--- src/rtl/inbuf_pkg.sv ---
// Shared definitions for the input buffer: flit geometry, flit type codes,
// FSM state encodings and a one-hot helper for the route request.
package inbuf_pkg;

  // Flit is PKTW+1 bits: [9:8] type, [7:0] payload. Crossbar has PORT+1 outputs.
  localparam int PKTW = 9;
  localparam int PORT = 3;

  localparam logic [1:0] FT_NONE = 2'b00;
  localparam logic [1:0] FT_BODY = 2'b01;
  localparam logic [1:0] FT_HEAD = 2'b10;
  localparam logic [1:0] FT_TAIL = 2'b11;

  // FSM states, kept as plain constants so older tools can consume them.
  localparam logic [1:0] ST_IDLE = 2'd0;
  localparam logic [1:0] ST_REQ  = 2'd1;
  localparam logic [1:0] ST_XFER = 2'd2;

  function automatic logic [PORT:0] onehot(input logic [1:0] d);
    logic [PORT:0] r;
    r    = '0;
    r[d] = 1'b1;
    return r;
  endfunction

endpackage

--- src/rtl/flit_fifo.sv ---
// Small synchronous FIFO for flits. Head is read combinationally from the
// storage array; full is a registered flag tracking count == DEPTH.
module flit_fifo #(
  parameter int DEPTH = 4,
  parameter int W     = 10
) (
  input  logic         clk,
  input  logic         rst_n,
  input  logic         push,
  input  logic         pop,
  input  logic [W-1:0] din,
  output logic [W-1:0] dout,
  output logic         empty,
  output logic         full
);

  localparam int AW = $clog2(DEPTH);

  logic [W-1:0]  mem [DEPTH];
  logic [AW-1:0] wr_ptr;
  logic [AW-1:0] rd_ptr;
  logic [AW:0]   count;
  logic [AW:0]   count_next;
  logic          wr_en;
  logic          rd_en;

  // A push while full is discarded, even if a pop happens in the same cycle.
  assign wr_en = push & ~full;
  assign rd_en = pop & ~empty;
  assign empty = (count == '0);
  assign dout  = mem[rd_ptr];

  // Next occupancy: simultaneous push and pop leave the count unchanged.
  always_comb begin
    count_next = count + {{AW{1'b0}}, wr_en} - {{AW{1'b0}}, rd_en};
  end

  // Storage write; contents need no reset because count gates visibility.
  always_ff @(posedge clk) begin
    if (wr_en) mem[wr_ptr] <= din;
  end

  // Pointers wrap modulo DEPTH (power of two); full mirrors the new count.
  always_ff @(posedge clk or negedge rst_n) begin
    if (!rst_n) begin
      wr_ptr <= '0;
      rd_ptr <= '0;
      count  <= '0;
      full   <= 1'b0;
    end else begin
      if (wr_en) wr_ptr <= wr_ptr + AW'(1);
      if (rd_en) rd_ptr <= rd_ptr + AW'(1);
      count <= count_next;
      full  <= (count_next == (AW+1)'(DEPTH));
    end
  end

endmodule

--- src/rtl/inbuf.sv ---
// Per-port input buffer and route-request stage in front of the crossbar.
// Buffers flits, decodes the header destination, requests that output and
// streams the packet once granted.
//
// Request/grant: req is one-hot on the destination and stays high from the
// REQ state until the edge that pops the TAIL. A flit transfers at a rising
// edge when grant[dst] is high and odata carries a non-NONE flit; the
// flit is popped at that edge. With grant low (or FIFO empty in XFER)
// odata is 0 and nothing moves.
module inbuf
  import inbuf_pkg::*;
#(
  parameter int DEPTH = 4
) (
  input  logic          clk,
  input  logic          rst_n,
  input  logic [PKTW:0] idata,
  output logic          full,
  output logic [PKTW:0] odata,
  output logic [PORT:0] req,
  input  logic [PORT:0] grant
);

  logic [1:0]    state;
  logic [1:0]    state_next;
  logic [1:0]    dst;
  logic [PKTW:0] head;
  logic [1:0]    head_type;
  logic          empty;
  logic          push;
  logic          pop;

  assign push      = (idata[PKTW -: 2] != FT_NONE);
  assign head_type = head[PKTW -: 2];

  flit_fifo #(
    .DEPTH (DEPTH),
    .W     (PKTW + 1)
  ) u_fifo (
    .clk   (clk),
    .rst_n (rst_n),
    .push  (push),
    .pop   (pop),
    .din   (idata),
    .dout  (head),
    .empty (empty),
    .full  (full)
  );

  // Next-state, pop and output decode from the current state and FIFO head.
  always_comb begin
    state_next = state;
    pop        = 1'b0;
    req        = '0;
    odata      = '0;
    case (state)
      ST_IDLE: begin
        if (!empty) begin
          if (head_type == FT_HEAD) state_next = ST_REQ;
          else                      pop        = 1'b1;  // orphan body/tail
        end
      end
      ST_REQ: begin
        odata = head;
        req   = onehot(dst);
        if (grant[dst]) begin
          pop        = 1'b1;
          state_next = ST_XFER;
        end
      end
      ST_XFER: begin
        req = onehot(dst);
        if (grant[dst] && !empty) begin
          odata = head;
          pop   = 1'b1;
          // Only a TAIL ends the packet; a stray HEAD is forwarded as data.
          if (head_type == FT_TAIL) state_next = ST_IDLE;
        end
      end
      default: state_next = ST_IDLE;
    endcase
  end

  // State register and destination latch taken from the header in IDLE.
  always_ff @(posedge clk or negedge rst_n) begin
    if (!rst_n) begin
      state <= ST_IDLE;
      dst   <= 2'd0;
    end else begin
      state <= state_next;
      if (state == ST_IDLE && !empty && head_type == FT_HEAD) dst <= head[1:0];
    end
  end

endmodule

--- config.mk ---
export PLATFORM = sky130hd
export DESIGN_NAME = inbuf
export DESIGN_NICKNAME = d
export VERILOG_FILES = /design/src/rtl/inbuf_pkg.sv /design/src/rtl/flit_fifo.sv /design/src/rtl/inbuf.sv
export SDC_FILE = /design/constraint.sdc
export NUM_CORES = 1
export LEC_CHECK = 0
export ABC_AREA = 1
export ABC_CLOCK_PERIOD_IN_PS = 3700
export CELL_PAD_IN_SITES_DETAIL_PLACEMENT = 0
export CELL_PAD_IN_SITES_GLOBAL_PLACEMENT = 2
export CORE_UTILIZATION = 38
export DETAILED_ROUTE_END_ITERATION = 8
export PLACE_DENSITY = 0.85
export SLEW_MARGIN = 5
export SYNTH_ARGS = -nofsm -noshare
export SYNTH_HDL_FRONTEND = slang
export SYNTH_SLANG_ARGS = --single-unit
--- constraint.sdc ---
create_clock -name clk -period 3.7 [get_ports clk]
set_input_delay 0.925 -clock clk [delete_from_list [all_inputs] [get_ports clk]]
set_output_delay 0.925 -clock clk [all_outputs]
set_load 0.01 [all_outputs]
==> results_dict.tcl, run 1 <==
set metrics [dict create \
    finalMaxSlewViolations 0 \
    hold_path_startpoint "u_fifo.wr_ptr[0]" \
    global_route.usage.total_pct 15.2 \
    synth_most_common_cell "sky130_fd_sc_hd__nand2_1" \
    design_area_um2 3030 \
    cp-start-kind "input port" \
    clkTransAtPathRegs_ns 0.09 \
    route.antenna.remaining_nets 0 \
    combinational_family_with_the_most_area_after_synthesis "simple AND/OR/NAND/NOR gates" \
    crit_type "in -> out" \
    power_density_nw_per_um2 822 \
    final_layout_size_suffix_gt1_share_pct 11.0 \
    grt_first_pass_wirelength_um 8150 \
    synthMuxAreaShare_pct 0 \
    multiInputGateArea_um2 867 \
    yosys.area_share.xor_xnor_pct 1.40 \
    synth_compound_area_share_pct 6.33 \
    drt_drc_violations_left 0 \
    synth_area_per_cell_um2 10.3 \
    tritoncts "yes" \
    grt_start_max_net_pins 24 \
    synth.top_cells.by_count "sky130_fd_sc_hd__nand2_1, sky130_fd_sc_hd__edfxtp_1, sky130_fd_sc_hd__nor2_1, sky130_fd_sc_hd__inv_1, sky130_fd_sc_hd__o21ai_0" \
    via_count_of_the_routed_design 1698 \
    mean_routed_wirelength_per_cell_um 13.6 \
    synth-seq-cells 52 \
    synthToLayoutAreaGrowth_pct 20.7 \
    cts_hold_repair.buffers 0 \
    synthDistinctLibCells 27 \
    timing.reg2reg.setup_slack_ns 0.97 \
    drv_cap 0 \
    clock_tree.root_cell "sky130_fd_sc_hd__clkbuf_8" \
    timing.final.hold_violations 0 \
    finalWirelength_um 4890 \
    gpl.final_weighted_congestion 0.713 \
    chipHeight_um 83.3 \
    run_status "finished clean" \
    portBuffers 30 \
    share_comb_of_total_power_pct 49.5 \
    synth-adder-area-share_pct 6.78 \
    dp.final_hpwl_um 3230 \
    timing.hold.ws_ns 0.542 \
    synthesized_instance_count 243 \
    grt-ovfl-total 0 \
    place_inst 349 \
    cts_inserted_buffers 5 \
    area_of_all_sequential_standard_cells_um2 1500 \
    final_net_count 310 \
    initial_core_util_pct 39.5 \
    peakVddDrop_uv 332 \
    critical_path_required_ns 2.77 \
    synth-main-ff-cell "sky130_fd_sc_hd__edfxtp_1" \
    ys_warn_count 0 \
    finalPower_mw 2.49 \
    crit_start "grant[3]" \
    design.core.area_um2 6350 \
    p_leak_nw 1.36 \
    cts_htree_levels 2 \
    achievable-frequency_ghz 0.283 \
    grt_antenna_before_repair 0 \
    synth_sequential_area_ratio_pct 59.8 \
    finalClockSkew_ns 0.00939 \
    n_fill_cell 619 \
    insertedDiodeCount 0 \
    yosys.area.top_type_share_pct 47.8 \
    placement_rows 29 \
    post_drt_via_cell_ratio 4.73 \
    clock_tree.buffer_depth 2 \
    power_switching_share_pct 41.3 \
    hold_end "u_fifo.wr_ptr[0]" \
    min_path_cells 1 \
    tns_ns 0 \
    post_synth_instance_area_um2 2510 \
    slew_of_the_pin_with_the_lowest_slew_margin_ns 0.617 \
    timing.critical_path.to_type "output pin" \
    final.period_utilization_pct 95.7 \
    hold_path_class "reg -> reg" \
    intPower_mw 1.46 \
    worstRegToRegCells 16 \
    r2r_end "u_fifo.full" \
    placed_cell_area_um2 2900 \
    power.share.clock_pct 13.4 \
    postSynthNetCount 272 \
    worstPathArrival_ns 2.61 \
    drt_pass1_iterations 4 \
    die_area_um2 6940 \
    net-switching-power_mw 1.03 \
    clock_latency_ns 0.31 \
    setup-violations-final 0 \
    yosysTopAreaCell "sky130_fd_sc_hd__edfxtp_1" \
    fin_crit_ns 3.54 \
    clkSinkCount 52 \
    async_reset_ff_share_pct 23.1 \
    rsz0062_at_grt "false" \
    share_seq_of_total_power_pct 37.1 \
    slew-limit-headroom_pct 58.7 \
    synth_area_leaders "sky130_fd_sc_hd__edfxtp_1, sky130_fd_sc_hd__dfrtp_1, sky130_fd_sc_hd__nand2_1" \
    crit_fanout 6 \
    synth_simple_gate_area_share_pct 20.0 \
    first_global_vias 1632 \
    ioPinCount 31 \
    synth_edf_count 40 \
    launching_point_of_the_worst_reg2reg_path "u_fifo.rd_ptr[0]" \
    floorplan.die.width_um 83.3 \
    drt_iter0_drc 81 \
    post_route_insts_no_fill 359 \
]
==> layer usage <==
metal / vias up / routed length, um / GRT usage (%)
met5: - / 0 / 0
met4: 0 / 64 / 4.70
met3: 5 / 150 / 3.18
met2: 24 / 2370 / 25.5
met1: 795 / 2300 / 19.8
li1: 874 / - / -
==> worst max-delay path by stage <==
stage | to | slack [ns] | depth (start not counted)
3_5_place_dp | odata[5] | 0.06 | 10
6_report | odata[9] | 0.16 | 10
3_3_place_gp | odata[5] | 0.08 | 10
2_1_floorplan | u_fifo.full | 1.0 | 14
4_1_cts | odata[5] | 0.05 | 10
5_1_grt | odata[9] | 0.02 | 10
==> what timing repair did <==
item,CTS,global route
endpoints found under the hold margin,0,0
resized for setup,0,7
buffers inserted,0,2
setup endpoints to repair,0,10
==> power groups by stage <==
| stage | registers [mW] | logic, mW | clock network (mW) |
|---|---|---|---|
| after floorplan | 0.918 | 0.871 | 0 |
| after global placement | 0.936 | 1.24 | 0 |
| after detailed placement | 0.940 | 1.24 | 0 |
| after CTS | 0.927 | 1.25 | 0.345 |
| after global routing | 0.946 | 1.43 | 0.370 |
| final | 0.924 | 1.23 | 0.335 |
==> logic make-up (layout without fill, tap and decap cells) <==
logic type                 count (synthesis)  after routing
and+or+nand+nor                          115            115
DFF                                       52             52
buffers and inverters                     32             71
AOI/OAI and AO/OA                         27             27
adders and majority gates                 13             13
xor gates and xnor gates                   4              4
==> layout by cell type, fill, tap and decap left out <==
master | synthesis | layout
sky130_fd_sc_hd__a21boi_1 | 1 | 1
sky130_fd_sc_hd__a21oi_1 | 8 | 8
sky130_fd_sc_hd__a32o_1 | 2 | 2
sky130_fd_sc_hd__buf_4 | 1 | 8
sky130_fd_sc_hd__clkbuf_8 | 0 | 5
sky130_fd_sc_hd__clkdlybuf4s50_1 | 0 | 23
sky130_fd_sc_hd__clkinvlp_4 | 0 | 1
sky130_fd_sc_hd__dfrtp_1 | 12 | 12
sky130_fd_sc_hd__dlymetal6s2s_1 | 0 | 7
sky130_fd_sc_hd__edfxtp_1 | 40 | 40
sky130_fd_sc_hd__fa_1 | 1 | 1
sky130_fd_sc_hd__ha_1 | 12 | 12
sky130_fd_sc_hd__inv_1 | 22 | 22
sky130_fd_sc_hd__inv_2 | 3 | 3
sky130_fd_sc_hd__inv_6 | 0 | 2
sky130_fd_sc_hd__nand2_1 | 47 | 47
sky130_fd_sc_hd__nand2_2 | 6 | 6
sky130_fd_sc_hd__nand3_1 | 12 | 12
sky130_fd_sc_hd__nand3_2 | 3 | 3
sky130_fd_sc_hd__nand4_1 | 2 | 2
sky130_fd_sc_hd__nor2_1 | 38 | 38
sky130_fd_sc_hd__nor2_2 | 1 | 1
sky130_fd_sc_hd__nor3_1 | 4 | 4
sky130_fd_sc_hd__nor3_2 | 1 | 1
sky130_fd_sc_hd__nor3b_1 | 1 | 1
sky130_fd_sc_hd__o21ai_0 | 15 | 15
sky130_fd_sc_hd__o21ai_4 | 1 | 1
sky130_fd_sc_hd__xnor2_1 | 1 | 1
sky130_fd_sc_hd__xor2_1 | 3 | 3
==> per-stage QoR <==
stage	util (%)	setup slack, ns
CTS	47.2	0.0500
global route	47.7	0.0153
detailed placement	45.7	0.0642
finish	47.7	0.161
global placement	45.7	0.0833
floorplan	-	0.999
==> sequential cells by signal, indices dropped and copies added, names as in the netlist <==
| register | count |
|---|---|
| u_fifo.wr_ptr | 2 |
| state | 2 |
| u_fifo.rd_ptr | 2 |
| u_fifo.mem | 40 |
| u_fifo.count | 3 |
| u_fifo.full | 1 |
| dst | 2 |
==> cell type report <==
class / count / share of cell area [%]
repair buffers: 38 / 12.5
clock buffers: 5 / 2.27
well taps: 77 / 3.18
clock inverters: 3 / 0.826
flip-flops and latches: 52 / 49.5
multi-input cells: 159 / 28.6
inverters: 25 / 3.10
==> worst max-delay path, stage by stage <==
cell	delay, ns
sky130_fd_sc_hd__clkdlybuf4s50_1	0.48
sky130_fd_sc_hd__nand2_1	0.05
sky130_fd_sc_hd__nand2_1	0.08
sky130_fd_sc_hd__nand2_1	0.05
sky130_fd_sc_hd__nand2_1	0.09
sky130_fd_sc_hd__nand3_1	0.12
sky130_fd_sc_hd__inv_2	0.09
sky130_fd_sc_hd__o21ai_4	0.08
sky130_fd_sc_hd__nor2_1	0.10
sky130_fd_sc_hd__clkdlybuf4s50_1	0.55
Power figures use the tool's default switching activity.
==> run 2: changes to the inputs <==
- PLACE_DENSITY: 0.85 -> 0.82
==> run 2 against run 1 <==
Design area is 0.50% lower. Register-to-register slack lost 0.04 ns. Sequential share of layout area increased by 0.25 points. Sequential power barely moved. Die area unchanged. Fmax down 0.60%. Clock-buffer cell count stayed put. Clock skew down 0.0019 ns. Critical endpoint is now odata[3].
==> results_dict.tcl, run 2 (synthesis results as in run 1) <==
set metrics [dict create \
    hold_end "u_fifo.wr_ptr[0]" \
    floorplan.die.width_um 83.3 \
    placed_cell_area_um2 2900 \
    grt_antenna_before_repair 0 \
    rsz0062_at_grt "false" \
    slew_of_the_pin_with_the_lowest_slew_margin_ns 0.593 \
    gpl.final_weighted_congestion 0.683 \
    die_area_um2 6940 \
    grt_start_max_net_pins 24 \
    finalWirelength_um 4710 \
    mostFrequentLayoutCell "sky130_fd_sc_hd__nand2_1" \
    chipHeight_um 83.3 \
    clkSinkCount 52 \
    tritoncts "yes" \
    top_register "u_fifo.mem" \
    cts_htree_levels 2 \
    hold_path_startpoint "u_fifo.wr_ptr[0]" \
    fin_crit_ns 3.56 \
    grt_first_pass_wirelength_um 7910 \
    utilization_pct 47.5 \
    cts_inserted_buffers 5 \
    global_route.usage.total_pct 14.5 \
    route.antenna.remaining_nets 0 \
    final_net_count 309 \
    launching_point_of_the_worst_reg2reg_path "u_fifo.rd_ptr[1]" \
    synthToLayoutAreaGrowth_pct 20.1 \
    critical_path_required_ns 2.77 \
    portBuffers 30 \
    timing.final.hold_violations 0 \
    clock_tree.buffer_depth 2 \
    slew-limit-headroom_pct 60.4 \
    mostFrequentLayoutCells "sky130_fd_sc_hd__nand2_1, sky130_fd_sc_hd__edfxtp_1, sky130_fd_sc_hd__nor2_1" \
    worstPathArrival_ns 2.64 \
    r2r_end "u_fifo.full" \
    drt_pass1_iterations 4 \
    peakVddDrop_uv 399 \
    post_drt_via_cell_ratio 4.75 \
    dp.final_hpwl_um 3230 \
    placement_rows 29 \
    drv_cap 0 \
    place_worst_setup_slack_ns 0.0701 \
    first_global_vias 1594 \
    cp-start-kind "input port" \
    largestRegisters "u_fifo.mem (40), u_fifo.count (3)" \
    finalMaxSlewViolations 0 \
    run_status "finished clean" \
    tns_ns 0 \
    clkTransAtPathRegs_ns 0.09 \
    worstRegToRegCells 14 \
    grt-ovfl-total 0 \
    largest_register_ff_count 40 \
    mean_routed_wirelength_per_cell_um 13.2 \
    power_density_nw_per_um2 818 \
    p_leak_nw 1.32 \
    crit_fanout 6 \
    cts_hold_repair.buffers 0 \
    achievable-frequency_ghz 0.281 \
    design_area_um2 3020 \
    drt_drc_violations_left 0 \
    final_layout_size_suffix_gt1_share_pct 10.7 \
    final.period_utilization_pct 96.2 \
    via_count_of_the_routed_design 1699 \
    finalClockSkew_ns 0.00753 \
    ioPinCount 31 \
    insertedDiodeCount 0 \
    crit_type "in -> out" \
    layout_setup_ws_ns 0.139 \
    timing.critical_path.to_type "output pin" \
    clock_tree.root_cell "sky130_fd_sc_hd__clkbuf_8" \
    hold_path_class "reg -> reg" \
    min_path_cells 1 \
    clock_latency_ns 0.30 \
    drt_iter0_drc 35 \
    design.core.area_um2 6350 \
    timing.reg2reg.setup_slack_ns 0.93 \
    initial_core_util_pct 39.5 \
    setup-violations-final 0 \
]
==> run 2: cell types whose count changed in the layout (fill, tap and decap cells not counted) <==
cell                              before  now
sky130_fd_sc_hd__buf_4                 8    7
sky130_fd_sc_hd__clkdlybuf4s50_1      23   25
sky130_fd_sc_hd__clkinv_2              0    1
sky130_fd_sc_hd__clkinv_4              0    1
sky130_fd_sc_hd__clkinvlp_4            1    0
sky130_fd_sc_hd__dlymetal6s2s_1        7    5
sky130_fd_sc_hd__inv_6                 2    1
==> run 2: timing repair <==
action,CTS,global route
setup buffers,0,1
hold endpoints to repair,0,0
resized for setup,0,5
setup endpoints to repair,0,9
==> run 2: cell type report <==
cell class | count | area [um^2]
Sequential cell | 52 | 1500
Fill cell | 603 | 3330
Multi-Input combinational cell | 159 | 867
Clock buffer | 5 | 68.8
Timing Repair Buffer | 37 | 365
Inverter | 25 | 93.8
Clock inverter | 3 | 22.5
Tap cell | 77 | 96.3
==> run 2: worst max path at each step <==
stage | start | to | slack, ns
finish | grant[1] | odata[3] | 0.14
global route | grant[2] | odata[3] | 0.03
CTS | grant[3] | odata[6] | 0.06
detailed placement | grant[3] | odata[6] | 0.07
global placement | grant[3] | odata[6] | 0.07
floorplan | grant[3] | u_fifo.full | 1.0
==> run 2: through the flow <==
step                      hold WS, ns  std cells  power, mW
after CTS                       0.549        357       2.51
after global placement          0.532        349       2.17
after global routing            0.594        358       2.70
final                           0.548        358       2.47
after floorplan                 0.494        243       1.79
after detailed placement        0.537        349       2.18
==> run 2: critical path, cell delays in order <==
cell and delay, ns:
sky130_fd_sc_hd__clkdlybuf4s50_1 0.50, sky130_fd_sc_hd__nand2_1 0.06, sky130_fd_sc_hd__nand2_1 0.07, sky130_fd_sc_hd__nand2_1 0.04, sky130_fd_sc_hd__nand2_1 0.08, sky130_fd_sc_hd__nand3_1 0.12, sky130_fd_sc_hd__inv_2 0.10, sky130_fd_sc_hd__o21ai_4 0.09
sky130_fd_sc_hd__a21oi_1 0.12, sky130_fd_sc_hd__clkdlybuf4s50_1 0.55
==> run 2: routing by layer <==
layer	part of all wire, %	wire [um]	vias up	global-route usage, %
met4	0.74	35	0	3.29
li1	-	-	874	-
met1	49	2320	794	19.8
met5	0	0	-	0
met2	47	2210	26	23.9
met3	3.3	156	5	3.08
==> run 2: power breakdown <==
part / total [mW] / switching [mW] / leakage (nW) / internal (mW)
Combinational: 1.22 / 0.735 / 0.759 / 0.487
Sequential: 0.923 / 0.0885 / 0.517 / 0.834
Clock: 0.322 / 0.186 / 0.0485 / 0.136
==> run 3: changes to the inputs <==
- HOLD_SLACK_MARGIN: default -> 0.06
- SKIP_CTS_REPAIR_TIMING: default -> 1
==> results of run 3 <==
No change in the layout: final DEF, timing and power equal those of run 2.
